--- src/rtl/pcgen.sv ---
// PC generator: issues one fetch PC at a time to the IFU, follows the IFU's
// returned PC (+4), and handles redirects with a registered flush pulse.
// Optional performance counters are built when PCGEN_PERF_EN is defined.

package offnariscv_pkg;
   localparam int XLEN = 32;
endpackage

module pcgen #(
   parameter int              XLEN         = offnariscv_pkg::XLEN,
   parameter logic [XLEN-1:0] RESET_VECTOR = XLEN'(32'h8000_0000)
) (
   input  logic            clk,
   input  logic            rst,
   output logic [XLEN-1:0] next_pc_tdata,
   output logic            next_pc_tvalid,
   input  logic            next_pc_tready,
   input  logic [XLEN-1:0] current_pc_tdata,
   input  logic            current_pc_tvalid,
   output logic            current_pc_tready,
   input  logic [XLEN-1:0] redirect_tdata,
   input  logic            redirect_tvalid,
   output logic            invalidate,
   output logic [63:0]     perf_issued,
   output logic [63:0]     perf_redirects
);

   typedef enum logic [1:0] {
      RESET = 2'd0,
      ISSUE = 2'd1,
      WAIT  = 2'd2,
      FLUSH = 2'd3
   } state_t;

   state_t          state_q, state_d;
   logic [XLEN-1:0] pc_reg, pc_d;
   logic            invalidate_q;
   logic            issue_fire;
   logic            return_fire;
   logic            redirect_take;

   assign issue_fire    = next_pc_tvalid && next_pc_tready;
   assign return_fire   = current_pc_tvalid && current_pc_tready;
   assign redirect_take = redirect_tvalid && (state_q != RESET);

   always_ff @(posedge clk) begin
      if (rst) begin
         state_q      <= RESET;
         pc_reg       <= RESET_VECTOR;
         invalidate_q <= 1'b0;
      end else begin
         state_q      <= state_d;
         pc_reg       <= pc_d;
         invalidate_q <= (state_d == FLUSH);
      end
   end

   // A redirect overrides any handshake in the same cycle; a returned PC
   // only counts while actually waiting for it, otherwise it is a stale beat.
   always_comb begin
      state_d = state_q;
      pc_d    = pc_reg;
      if (redirect_take) begin
         state_d = FLUSH;
         pc_d    = redirect_tdata & ~XLEN'(3);
      end else begin
         unique case (state_q)
            RESET: state_d = ISSUE;
            ISSUE: if (issue_fire) state_d = WAIT;
            WAIT: begin
               if (return_fire) begin
                  state_d = ISSUE;
                  pc_d    = current_pc_tdata + XLEN'(4);
               end
            end
            FLUSH: state_d = ISSUE;
            default: state_d = RESET;
         endcase
      end
   end

   always_comb begin
      next_pc_tvalid    = (state_q == ISSUE);
      next_pc_tdata     = pc_reg;
      current_pc_tready = (state_q != RESET);
      invalidate        = invalidate_q;
   end

`ifdef PCGEN_PERF_EN
   logic [63:0] issued_cnt;
   logic [63:0] redirect_cnt;

   always_ff @(posedge clk) begin
      if (rst) begin
         issued_cnt   <= 64'd0;
         redirect_cnt <= 64'd0;
      end else begin
         if (issue_fire)    issued_cnt   <= issued_cnt + 64'd1;
         if (redirect_take) redirect_cnt <= redirect_cnt + 64'd1;
      end
   end

   assign perf_issued    = issued_cnt;
   assign perf_redirects = redirect_cnt;
`else
   assign perf_issued    = 64'd0;
   assign perf_redirects = 64'd0;
`endif

endmodule

--- config.mk ---
export PLATFORM = sky130hd
export DESIGN_NAME = pcgen
export DESIGN_NICKNAME = d
export VERILOG_FILES = /design/src/rtl/pcgen.sv
export SDC_FILE = /design/constraint.sdc
export NUM_CORES = 1
export LEC_CHECK = 0
export BUFFER_PORTS_ARGS = -buffer_cell sky130_fd_sc_hd__buf_2
export CELL_PAD_IN_SITES_DETAIL_PLACEMENT = 0
export CELL_PAD_IN_SITES_GLOBAL_PLACEMENT = 1
export CORE_MARGIN = 3
export CORE_UTILIZATION = 30
export CTS_CLUSTER_DIAMETER = 100
export DETAILED_ROUTE_END_ITERATION = 8
export PLACE_DENSITY_LB_ADDON = 0.1
export SYNTH_ARGS = -nofsm -noshare
export SYNTH_HDL_FRONTEND = slang
export SYNTH_SLANG_ARGS = --single-unit
--- constraint.sdc ---
create_clock -name clk -period 4.59 [get_ports clk]
set_input_delay 0.918 -clock clk [delete_from_list [all_inputs] [get_ports clk]]
set_output_delay 0.918 -clock clk [all_outputs]
set_load 0.02 [all_outputs]
# Word level (Yosys, flattened, before mapping)
# Index checks and enable logic that the tools add are counted.
[word_totals] input_bits=69 reg_bits=35 output_inout_bits=163 word_cells=27
[op_classes] mux=7 reduce_logical=11 n_addsub=1 n_eq_ne=4
[op_table] cell="two-way mux 32 bit" count=3
[op_table] cell="adder 32 x 3 -> 32 bit (second input constant)" count=1
[op_table] cell="equality test 2 bit (second input constant)" count=3
[op_table] cell="two-way mux 2 bit" count=3
[op_table] cell="one-hot mux 2 bit (3 select lines)" count=1
[op_table] cell="nonzero test 2 bit" count=3
[op_table] cell="AND reduction 2 bit" count=2
[op_table] cell="OR reduction 2 bit" count=2
[op_table] cell="logical AND 1 bit" count=3
[op_table] cell="equality test 2 x 1 -> 1 bit (second input constant)" count=1
[op_table] cell="logical NOT 2 bit" count=1

# Longest topological paths before layout
# Gate-level depths: netlist of the first run.
[depth] ltp_word=6 mapped_depth=8 ltp_nobuf=7

# Least setup slack after synthesis of the first run
# Ideal clock, no wire load.
[synth_timing] kind="input-to-reg" from="in current_pc_tdata[11]" to="reg pc_reg[17], in the netlist next_pc_tdata[17]" setup_time_ns=0.091 n_path_buf=0 path_slack_ns=2.258 required_ns=4.499 arrival_time_ns=2.241 cell_stages=4 path_cell_list="nand4_1 -> or4_4 -> or4_1 -> a311oi_1"
[synth_between] elab_chain_len=4
[synth_lines] element="start, declared" line_no="18" rtl="input logic [XLEN-1:0] current_pc_tdata,"
[synth_lines] element="adder 32 x 3 -> 32 bit" line_no="73" rtl="pc_d = current_pc_tdata + XLEN'(4);"
[synth_lines] element="two-way mux 32 bit" line_no="71" rtl="if (return_fire) begin"
[synth_lines] element="two-way mux 32 bit" line_no="67" rtl="unique case (state_q)"
[synth_lines] element="two-way mux 32 bit" line_no="63" rtl="if (redirect_take) begin"
[synth_lines] element="end signal, assigned" line_no="53" rtl="pc_reg <= pc_d;"
[synth_lines] element="end, declared" line_no="36" rtl="logic [XLEN-1:0] pc_reg, pc_d;"
# Every way passes these cells. The select of a mux whose other input is x is not followed.
# A chain may end at the register's enable or synchronous reset.

# Worst setup path in the final report of the first run
[layout_timing] from="reg state_q[0]" to="reg pc_reg[17], in the netlist next_pc_tdata[17]"
[layout_between] elab_chain_len=4 word_cells_on_any_way=8 classes_between="eq/ne: 1; mux: 1; reduce/logical: 6"
[layout_lines] element="start, declared" line_no="35" rtl="state_t state_q, state_d;"
[layout_lines] element="start signal, assigned" line_no="52" rtl="state_q <= state_d;"
[layout_lines] element="nonzero test 2 bit" line_no="44, 85"
[layout_lines] element="logical AND 1 bit (on tied branches)" line_no="44, 43"
[layout_lines] element="nonzero test 2 bit (no line)"
[layout_lines] element="AND reduction 2 bit (no line)"
# Parallel ways exist; a longest one is shown, timed or not.

==> results.sh, run 1 <==
export IMPL_outcome="completed"
export IMPL_ys_warn_count=0
export IMPL_overflow=0
export IMPL_critPathArrivalTime_ns=2.75
export IMPL_finalNetCount=576
export IMPL_seq_area_sq_um=700.7
export IMPL_hold_class="reg2reg"
export IMPL_finalWeightedCongestion=0.7743
export IMPL_cts_buffers=5
export IMPL_p_int_mw=0.7185
export IMPL_post_cts_setup_buffers=0
export IMPL_finalMaxSlewViolations=0
export IMPL_synthMuxAreaShare_pct=0.6342
export IMPL_slowest_delay_ns=0.59
export IMPL_leakage_nw=1.672
export IMPL_drtIter0Drc=129
export IMPL_routed_via_count=2795
export IMPL_cts_tree="yes"
export IMPL_synth_top_area_share_pct=30.44
export IMPL_cts_root_buffer="clkbuf_8"
export IMPL_path_cells="inv_1 -> ha_1 -> nand3b_1 -> nand2b_1 -> or4_1 -> a311oi_1"
export IMPL_synthSimpleGateAreaFrac_pct=20.73
export IMPL_grt_setup_unrepaired="false"
export IMPL_cts_max_path_buffers=2
export IMPL_use_met1_pct=20.22
export IMPL_peakVddDrop_mv=0.1938
export IMPL_power_density_nw_per_um2=408.8
export IMPL_synth_xor_area_share_pct=6.381
export IMPL_synth_fa_ha_area_share_pct=1.982
export IMPL_fin_crit_sh_pct=55.46
export IMPL_syn_avg_cell_area_sq_um=7.775
export IMPL_clock_skew_ns=0.01013
export IMPL_num_rows=36
export IMPL_slowest_stage="or4_1"
export IMPL_multiInputGateArea_sq_um=1898
export IMPL_clock_latency_ns=0.29
export IMPL_ys_dominant_reg_cell="dfxtp_1"
export IMPL_die_y_microns=108.6
export IMPL_cts_hold_buffers=0
export IMPL_drt_pass1_iter_count=4
export IMPL_worstPathRequired_ns=4.79
export IMPL_post_cts_resized=0
export IMPL_antenna_found_initial=0
export IMPL_busiest_layer="met2"
export IMPL_grt_max_degree=38
export IMPL_syn_area_sq_um=3157
export IMPL_drc_errors=0
export IMPL_die_x_microns=108.6
export IMPL_viasPerCell=4.395
export IMPL_wl_per_cell_microns=14.49
export IMPL_htree_levels=2
export IMPL_syn_inst=406
export IMPL_clk_pin_slew_ns=0.08
export IMPL_met2_usage_pct=23.21
export IMPL_synth_cell_types=45
export IMPL_synth_edf_count=0
export IMPL_hold_violations=0
export IMPL_synth_seq_cells=35
export IMPL_clkPwrFrac_pct=16.4
export IMPL_fin_crit_ns=2.546
export IMPL_num_antenna_cells=0
export IMPL_num_io_pins=232
export IMPL_clock_fmax_mhz=392.8
export IMPL_synth_seq_area_share_pct=22.20
export IMPL_cap_violations=0
export IMPL_synth_top_family_by_area="buffers and inverters"
export IMPL_dp_slack_ns=1.756
export IMPL_track_usage_pct=14.58
export IMPL_path_max_fanout=9
export IMPL_grt_pass1_wl_microns=13320
export IMPL_crit_type="reg2reg"
export IMPL_power_switching_mw=0.6750
export IMPL_tightest_slew_ns=0.7776
export IMPL_syn_to_final_growth_pct=7.967
export IMPL_synthArstFlopShare_pct=0
export IMPL_ant_nets=0
export IMPL_synth_compound_area_share_pct=14.90
export IMPL_cts_sinks=35
export IMPL_fillCellCount=1128
export IMPL_grt_use_met3_pct=2.687
export IMPL_totalWireLength_microns=9216
export IMPL_initial_core_util_pct=31.57
export IMPL_endpoint_kind="flip-flop"
export IMPL_total_power_mw=1.393
export IMPL_synth_area_leaders="buf_4 30%, dfxtp_1 22%, xor2_1 3.6%, nor2_1 3.6%, a21oi_1 3.5%"
export IMPL_place_port_buffers=101
export IMPL_grt_pass1_vias=2505
export IMPL_tns_ns=0
export IMPL_yosys_area_top_type="buf_4"
export IMPL_core_area_sq_um=10000
export IMPL_fin_ws_ns=2.044
export IMPL_setup_viol=0
export IMPL_power_share_switching_pct=48.44
export IMPL_die_area_sq_um=11790
export IMPL_startpoint_type="flip-flop"
export IMPL_p_seq_share_pct=31.6
export IMPL_max_slew_margin_pct=47.76
export IMPL_drive_gt1_share_pct=23.86
export IMPL_combPwrFrac_pct=52.0
export IMPL_hpwlAfterDp_microns=7028
[flip-flops by register name, indices dropped and copies added, names as in the netlist]
name and count:
invalidate 1, state_q 2, next_pc_tdata 32
[critical path, delay by kind of cell, from the launching register on]
family	cells	cell delay [ns]
simple gates	3	1.37
flops	1	0.47
compound gates	1	0.26
fa+ha+maj	1	0.25
buf+inv	1	0.11
[power by group through the flow]
stage | Sequential, mW | Clock, mW | Combinational [mW]
after floorplan | 0.537 | 0 | 0.492
after global placement | 0.445 | 0 | 0.725
after detailed placement | 0.446 | 0 | 0.730
after CTS | 0.440 | 0.241 | 0.732
after global routing | 0.450 | 0.253 | 0.804
final | 0.440 | 0.229 | 0.724
[Yosys cell counts (5+ instances only)]
library cell	instances
a221oi_1	12
xor2_1	13
and3_1	11
dfxtp_1	35
buf_4	128
ha_1	5
o21ai_0	13
nand4_1	15
nand3_1	8
o22ai_1	5
xnor2_1	10
inv_1	7
clkbuf_1	15
nand2_1	11
nor3_1	21
a21oi_1	22
nor2_1	30
[worst paths after layout]
kind                                                      from                              to  slack, ns  cells past startpoint
worst max-delay path                     state_q[0]$_SDFF_PP0_  next_pc_tdata[17]$_SDFFE_PP0P_       2.04                      6
worst min-delay path            next_pc_tdata[15]$_SDFFE_PP0P_  next_pc_tdata[15]$_SDFFE_PP0P_       0.49                      2
worst max register to register           state_q[0]$_SDFF_PP0_  next_pc_tdata[17]$_SDFFE_PP0P_       2.04                      6
worst min register to register  next_pc_tdata[15]$_SDFFE_PP0P_  next_pc_tdata[15]$_SDFFE_PP0P_       0.49                      2
[placed cells by master (no fill, tap or decap), types with 2 or more instances in the layout]
| cell | n |
|---|---|
| conb_1 | 128 |
| buf_2 | 101 |
| dfxtp_1 | 35 |
| nor2_1 | 29 |
| a21oi_1 | 22 |
| nor3_1 | 21 |
| nand4_1 | 15 |
| o21ai_0 | 13 |
| xor2_1 | 13 |
| a221oi_1 | 12 |
| and3_1 | 11 |
| nand2_1 | 11 |
| xnor2_1 | 10 |
| nand3_1 | 8 |
| inv_1 | 7 |
| o22ai_1 | 5 |
| ha_1 | 5 |
| clkbuf_8 | 5 |
| a211oi_1 | 4 |
| nor4_1 | 4 |
| buf_4 | 4 |
| o211ai_1 | 3 |
| nor2b_1 | 2 |
| nand2b_1 | 2 |
| mux2i_1 | 2 |
| or4_1 | 2 |
| or3_1 | 2 |
| a21o_1 | 2 |
| a31oi_1 | 2 |
| and4_1 | 2 |
| clkbuf_1 | 2 |
[routing by layer]
metal / wire [microns] / part of all wire [%]
met5: 0 / 0
met4: 79 / 0.86
met3: 694 / 7.5
met2: 4193 / 45
met1: 4248 / 46
[per-stage QoR]
step / instance area [sq um] / instances / utilization, % / hold slack, ns
finish: 3408 / 636 / 34.08 / 0.4946
global placement: 3327 / 628 / 33.27 / 0.4804
global route: 3408 / 636 / 34.08 / 0.5066
CTS: 3408 / 636 / 34.08 / 0.4973
detailed placement: 3327 / 628 / 33.27 / 0.4767
floorplan: 3633 / 533 / - / 0.5485
[logic make-up after synthesis]
kind of cell    after synthesis
simple gates                118
flops                        35
buf+inv                     150
xor+xnor                     23
mux                           2
other cells                   1
fa+ha+maj                     5
compound gates               72
[cell type report]
cell class / instances / area share, %
sequential: 35 / 20.56
clock inverter: 1 / 0.1468
clock buffer: 7 / 2.239
inverter: 7 / 0.7709
tap: 133 / 4.883
timing repair buffer: 105 / 15.71
multi-input combinational: 348 / 55.69
Note: power is estimated with default switching activity, not from simulation.
==> run 2, diff against run 1 <==
--- a/config.mk
+++ b/config.mk
@@ -9,7 +9,7 @@
 export CELL_PAD_IN_SITES_DETAIL_PLACEMENT = 0
 export CELL_PAD_IN_SITES_GLOBAL_PLACEMENT = 1
 export CORE_MARGIN = 3
-export CORE_UTILIZATION = 30
+export CORE_UTILIZATION = 27
 export CTS_CLUSTER_DIAMETER = 100
 export DETAILED_ROUTE_END_ITERATION = 8
 export PLACE_DENSITY_LB_ADDON = 0.1
==> constraint.sdc (replaced) <==
create_clock -name clk -period 2.4 [get_ports clk]
set_input_delay 0.48 -clock clk [delete_from_list [all_inputs] [get_ports clk]]
set_output_delay 0.48 -clock clk [all_outputs]
set_load 0.02 [all_outputs]
==> run 2 against run 1 <==
  * Highest routed layer unchanged
  * Wire length up 3.5%
  * Largest cell class unchanged
  * Global-route usage down 0.86 points
  * Die area up 10%
  * Clock-buffer cell count unchanged
  * Cell count up 2.4%
  * Largest power group unchanged
==> results.sh, run 2 (same netlist as run 1, synthesis figures left out) <==
export IMPL_outcome="completed"
export IMPL_cts_sinks=35
export IMPL_grt_pass1_vias=2531
export IMPL_clock_latency_ns=0.28
export IMPL_rr_startpoint="state_q[0]$_SDFF_PP0_"
export IMPL_die_y_microns=114.1
export IMPL_fin_crit_sh_pct=87.34
export IMPL_tightest_slew_ns=0.5717
export IMPL_r2r_end="next_pc_tdata[17]$_SDFFE_PP0P_"
export IMPL_cts_tree="yes"
export IMPL_drtIter0Drc=150
export IMPL_power_density_nw_per_um2=824.0
export IMPL_drive_gt1_share_pct=25.05
export IMPL_layout_cells_non_filler=651
export IMPL_clock_fmax_mhz=477.1
export IMPL_drc_errors=0
export IMPL_grt_pass1_wl_microns=14040
export IMPL_cts_root_buffer="clkbuf_16"
export IMPL_dp_slack_ns=0.2604
export IMPL_cts_max_path_buffers=2
export IMPL_crit_family="simple AND/OR/NAND/NOR gates"
export IMPL_dp_cells=643
export IMPL_path_cells="inv_1 -> ha_1 -> nand3b_1 -> nand2b_1 -> or4_1 -> a311oi_1"
export IMPL_slowest_stage="or4_1"
export IMPL_largest_reg_flops=32
export IMPL_initial_core_util_pct=28.37
export IMPL_drt_pass1_iter_count=4
export IMPL_cp_num_cells=6
export IMPL_hold_violations=0
export IMPL_num_io_pins=232
export IMPL_cts_buffers=5
export IMPL_wl_per_cell_microns=14.65
export IMPL_track_usage_pct=13.71
export IMPL_slowest_delay_ns=0.51
export IMPL_cp_num_buf_inv=1
export IMPL_totalWireLength_microns=9538
export IMPL_tns_ns=0
export IMPL_critPathArrivalTime_ns=2.28
export IMPL_overflow=0
export IMPL_startpoint_type="flip-flop"
export IMPL_grt_max_degree=29
export IMPL_max_slew_margin_pct=61.54
export IMPL_htree_levels=2
export IMPL_layout_commonest_cell="conb_1"
export IMPL_post_cts_setup_buffers=0
export IMPL_viasPerCell=4.339
export IMPL_peakVddDrop_mv=0.3577
export IMPL_cap_violations=0
export IMPL_finalNetCount=584
export IMPL_path_max_fanout=7
export IMPL_clock_skew_ns=0.008456
export IMPL_leakage_nw=1.741
export IMPL_fin_crit_ns=2.096
export IMPL_post_cts_resized=0
export IMPL_grt_setup_unrepaired="false"
export IMPL_die_x_microns=114.1
export IMPL_syn_to_final_growth_pct=12.33
export IMPL_cp_endpoint="next_pc_tdata[17]$_SDFFE_PP0P_"
export IMPL_routed_via_count=2825
export IMPL_hpwlAfterDp_microns=7685
export IMPL_num_antenna_cells=0
export IMPL_hold_class="reg2reg"
export IMPL_finalWeightedCongestion=0.7778
export IMPL_ant_nets=0
export IMPL_worstPathRequired_ns=2.59
export IMPL_num_rows=38
export IMPL_cts_hold_buffers=0
export IMPL_crit_type="reg2reg"
export IMPL_core_area_sq_um=11130
export IMPL_place_port_buffers=101
export IMPL_endpoint_kind="flip-flop"
export IMPL_finalMaxSlewViolations=0
export IMPL_reg2reg_slack_ns=0.30
export IMPL_holdWs_ns=0.4902
export IMPL_rr_worst_depth=6
export IMPL_mostFrequentLayoutCells="128 x conb_1, 101 x buf_2, 35 x dfxtp_1"
export IMPL_fin_ws_ns=0.3039
export IMPL_setup_viol=0
export IMPL_antenna_found_initial=0
export IMPL_clk_pin_slew_ns=0.06
export IMPL_die_area_sq_um=13030
export IMPL_crit_path_start="state_q[0]$_SDFF_PP0_"
==> run 2: per-layer routing <==
| metal | part of all wire, % | track usage [%] | vias to the layer above |
|---|---|---|---|
| li1 | - | - | 1387 |
| met1 | 43 | 19.25 | 1270 |
| met2 | 46 | 21.19 | 164 |
| met3 | 11 | 3.647 | 4 |
| met4 | 0.67 | 2.771 | 0 |
| met5 | 0 | 0 | - |
==> run 2: final cells by class <==
cell class / instances / area (sq um)
clock buffers: 7 / 132.6
clock inverters: 1 / 5.005
fillers: 1263 / 7580
inverters: 7 / 26.28
multi-input cells: 348 / 1898
flip-flops and latches: 35 / 700.7
well taps: 140 / 175.2
repair buffers: 113 / 608.1
==> run 2: worst min path at each step <==
stage	startpoint	endpoint	slack [ns]	depth (start not counted)
global route	redirect_tdata[27]	next_pc_tdata[27]$_SDFFE_PP0P_	0.50	3
finish	next_pc_tdata[4]$_SDFFE_PP0P_	next_pc_tdata[4]$_SDFFE_PP0P_	0.49	2
detailed placement	next_pc_tdata[9]$_SDFFE_PP0P_	next_pc_tdata[9]$_SDFFE_PP0P_	0.48	2
global placement	next_pc_tdata[15]$_SDFFE_PP0P_	next_pc_tdata[15]$_SDFFE_PP0P_	0.48	2
floorplan	state_q[0]$_SDFF_PP0_	state_q[0]$_SDFF_PP0_	0.55	2
CTS	redirect_tdata[27]	next_pc_tdata[27]$_SDFFE_PP0P_	0.48	3
==> run 2: stage by stage <==
step / power [mW] / instance area [sq um] / utilization, %
2_1_floorplan: 1.967 / 3633 / -
3_3_place_gp: 2.292 / 3408 / 30.63
3_5_place_dp: 2.300 / 3408 / 30.63
4_1_cts: 2.951 / 3546 / 31.87
5_1_grt: 3.133 / 3546 / 31.87
6_report: 2.922 / 3546 / 31.87
==> run 2: where the power goes <==
group	internal [mW]	switching, mW	leakage (nW)
clock	0.384	0.248	0.0679
combinational	0.463	0.980	1.39
sequential	0.745	0.101	0.285
total	1.59	1.33	1.74
==> run 2: worst register-to-register path: cells and delay by family, from the launching register on <==
family / cells / cell delay, ns
buf+inv: 1 / 0.10
simple gates: 3 / 0.95
fa+ha+maj: 1 / 0.25
flops: 1 / 0.46
compound gates: 1 / 0.24
==> run 3, diff against run 2 <==
==> config.mk (replaced) <==
export PLATFORM = sky130hd
export DESIGN_NAME = pcgen
export DESIGN_NICKNAME = d
export VERILOG_FILES = /design/src/rtl/pcgen.sv
export SDC_FILE = /design/constraint.sdc
export NUM_CORES = 1
export LEC_CHECK = 0
export CELL_PAD_IN_SITES_DETAIL_PLACEMENT = 0
export CELL_PAD_IN_SITES_GLOBAL_PLACEMENT = 1
export CORE_MARGIN = 3
export CORE_UTILIZATION = 43
export CTS_CLUSTER_DIAMETER = 100
export DETAILED_ROUTE_END_ITERATION = 8
export DONT_BUFFER_PORTS = 1
export PLACE_DENSITY = 0.89
export SYNTH_ARGS = -nofsm -noshare
export SYNTH_HDL_FRONTEND = slang
export SYNTH_SLANG_ARGS = --single-unit
==> run 3 against run 2 <==
  * Power decreased by 16%
  * Sequential cell count unchanged
  * Worst setup slack got worse by 0.14 ns
  * Core utilization increased by 9.9 points
  * Highest routed layer unchanged
==> results.sh, run 3 (same netlist as run 1, synthesis figures left out) <==
export IMPL_outcome="completed"
export IMPL_fillCellCount=716
export IMPL_core_area_sq_um=6944
export IMPL_antenna_found_initial=0
export IMPL_routed_via_count=2522
export IMPL_peakVddDrop_mv=0.4547
export IMPL_grt_max_degree=37
export IMPL_initial_core_util_pct=45.46
export IMPL_drt_pass1_iter_count=4
export IMPL_cts_sinks=35
export IMPL_cts_max_path_buffers=2
export IMPL_tightest_slew_ns=0.6054
export IMPL_combPwrFrac_pct=39.8
export IMPL_clock_fmax_mhz=448.2
export IMPL_setup_viol=0
export IMPL_post_cts_setup_buffers=0
export IMPL_layout_commonest_cell="conb_1"
export IMPL_worstPathRequired_ns=2.60
export IMPL_p_seq_share_pct=42.9
export IMPL_dp_cells=496
export IMPL_layout_cells_non_filler=504
export IMPL_mostFrequentLayoutCells="128 x conb_1, 35 x dfxtp_1, 29 x nor2_1"
export IMPL_num_io_pins=232
export IMPL_finalNetCount=481
export IMPL_startpoint_type="flip-flop"
export IMPL_track_usage_pct=18.48
export IMPL_power_share_switching_pct=48.80
export IMPL_clock_skew_ns=0.008812
export IMPL_cts_hold_buffers=0
export IMPL_crit_type="reg2reg"
export IMPL_cap_violations=0
export IMPL_drc_errors=0
export IMPL_cts_buffers=5
export IMPL_hold_violations=0
export IMPL_wl_per_cell_microns=16.60
export IMPL_hp_start="rst"
export IMPL_crit_path_start="state_q[0]$_SDFF_PP0_"
export IMPL_endpoint_kind="flip-flop"
export IMPL_clkPwrFrac_pct=17.4
export IMPL_htree_levels=2
export IMPL_seq_area_sq_um=700.7
export IMPL_viasPerCell=5.004
export IMPL_critPathArrivalTime_ns=2.43
export IMPL_p_int_mw=1.263
export IMPL_hold_class="in2reg"
export IMPL_clock_latency_ns=0.29
export IMPL_path_max_fanout=7
export IMPL_drive_gt1_share_pct=6.127
export IMPL_post_cts_resized=0
export IMPL_fin_ws_ns=0.1686
export IMPL_tns_ns=0
export IMPL_die_x_microns=91.68
export IMPL_rr_startpoint="state_q[0]$_SDFF_PP0_"
export IMPL_finalMaxSlewViolations=0
export IMPL_ant_nets=0
export IMPL_totalWireLength_microns=8365
export IMPL_leakage_nw=1.257
export IMPL_hpwlAfterDp_microns=6603
export IMPL_num_antenna_cells=0
export IMPL_syn_to_final_growth_pct=-8.086
export IMPL_fin_crit_sh_pct=92.97
export IMPL_fin_crit_ns=2.231
export IMPL_num_rows=30
export IMPL_multiInputGateArea_sq_um=1898
export IMPL_finalWeightedCongestion=0.9345
export IMPL_die_area_sq_um=8405
export IMPL_power_switching_mw=1.203
export IMPL_place_port_buffers=0
export IMPL_overflow=0
export IMPL_grt_setup_unrepaired="false"
export IMPL_max_slew_margin_pct=59.27
export IMPL_largest_reg_flops=32
export IMPL_reg2reg_slack_ns=0.17
export IMPL_cts_tree="yes"
export IMPL_drtIter0Drc=81
export IMPL_grt_pass1_wl_microns=12390
export IMPL_power_density_nw_per_um2=849.9
export IMPL_die_y_microns=91.68
export IMPL_dp_slack_ns=0.1917
export IMPL_cts_root_buffer="clkbuf_8"
export IMPL_grt_pass1_vias=2295
export IMPL_clk_pin_slew_ns=0.08
run 3: cell types whose count changed in the layout (fill, tap and decap cells not counted), sizes merged:
cell and change:
buf -103
run 3: power by group through the flow:
stage                     combinational (mW)  clock [mW]  sequential (mW)
after floorplan                        0.941           0             1.03
after global placement                 0.951           0             1.07
after detailed placement               0.974           0             1.08
after CTS                              0.981       0.443             1.06
after global routing                    1.11       0.465             1.08
final                                  0.981       0.428             1.06
run 3: area by class of cell:
type,count,area share [%]
clock buffer,7,2.630
clock inverter,1,0.1725
inverter,7,0.9056
multi-input combinational,348,65.42
sequential,35,24.15
tap,96,4.140
timing repair buffer,10,2.587
run 3: metrics by stage:
step	utilization (%)	hold WS (ns)	instance area, sq um	power, mW
final	41.78	0.2611	2902	2.466
after CTS	41.78	0.2502	2902	2.485
after floorplan	-	0.5485	3633	1.967
after global routing	41.78	0.2427	2902	2.649
after global placement	40.61	0.5565	2820	2.017
after detailed placement	40.61	0.5586	2820	2.050
run 3: critical path, stage by stage, from the launching register on:
cell and delay [ns]:
dfxtp_1 0.49, inv_1 0.12, ha_1 0.26, nand3b_1 0.21, nand2b_1 0.29, or4_1 0.54
a311oi_1 0.24
run 3: final timing paths:
path	cells after the start	end
worst min register to register	2	next_pc_tdata[15]$_SDFFE_PP0P_
worst max register to register	6	next_pc_tdata[17]$_SDFFE_PP0P_
worst min-delay path	1	next_pc_tdata[17]$_SDFFE_PP0P_
worst max-delay path	6	next_pc_tdata[17]$_SDFFE_PP0P_
run 3: routing by layer:
layer | GRT usage (%) | vias to the layer above | routed length, microns
met2 | 30.19 | 149 | 4056
met1 | 22.10 | 1189 | 3233
met4 | 6.658 | 0 | 121
met5 | 0 | - | 0
met3 | 6.891 | 8 | 954
li1 | - | 1176 | -
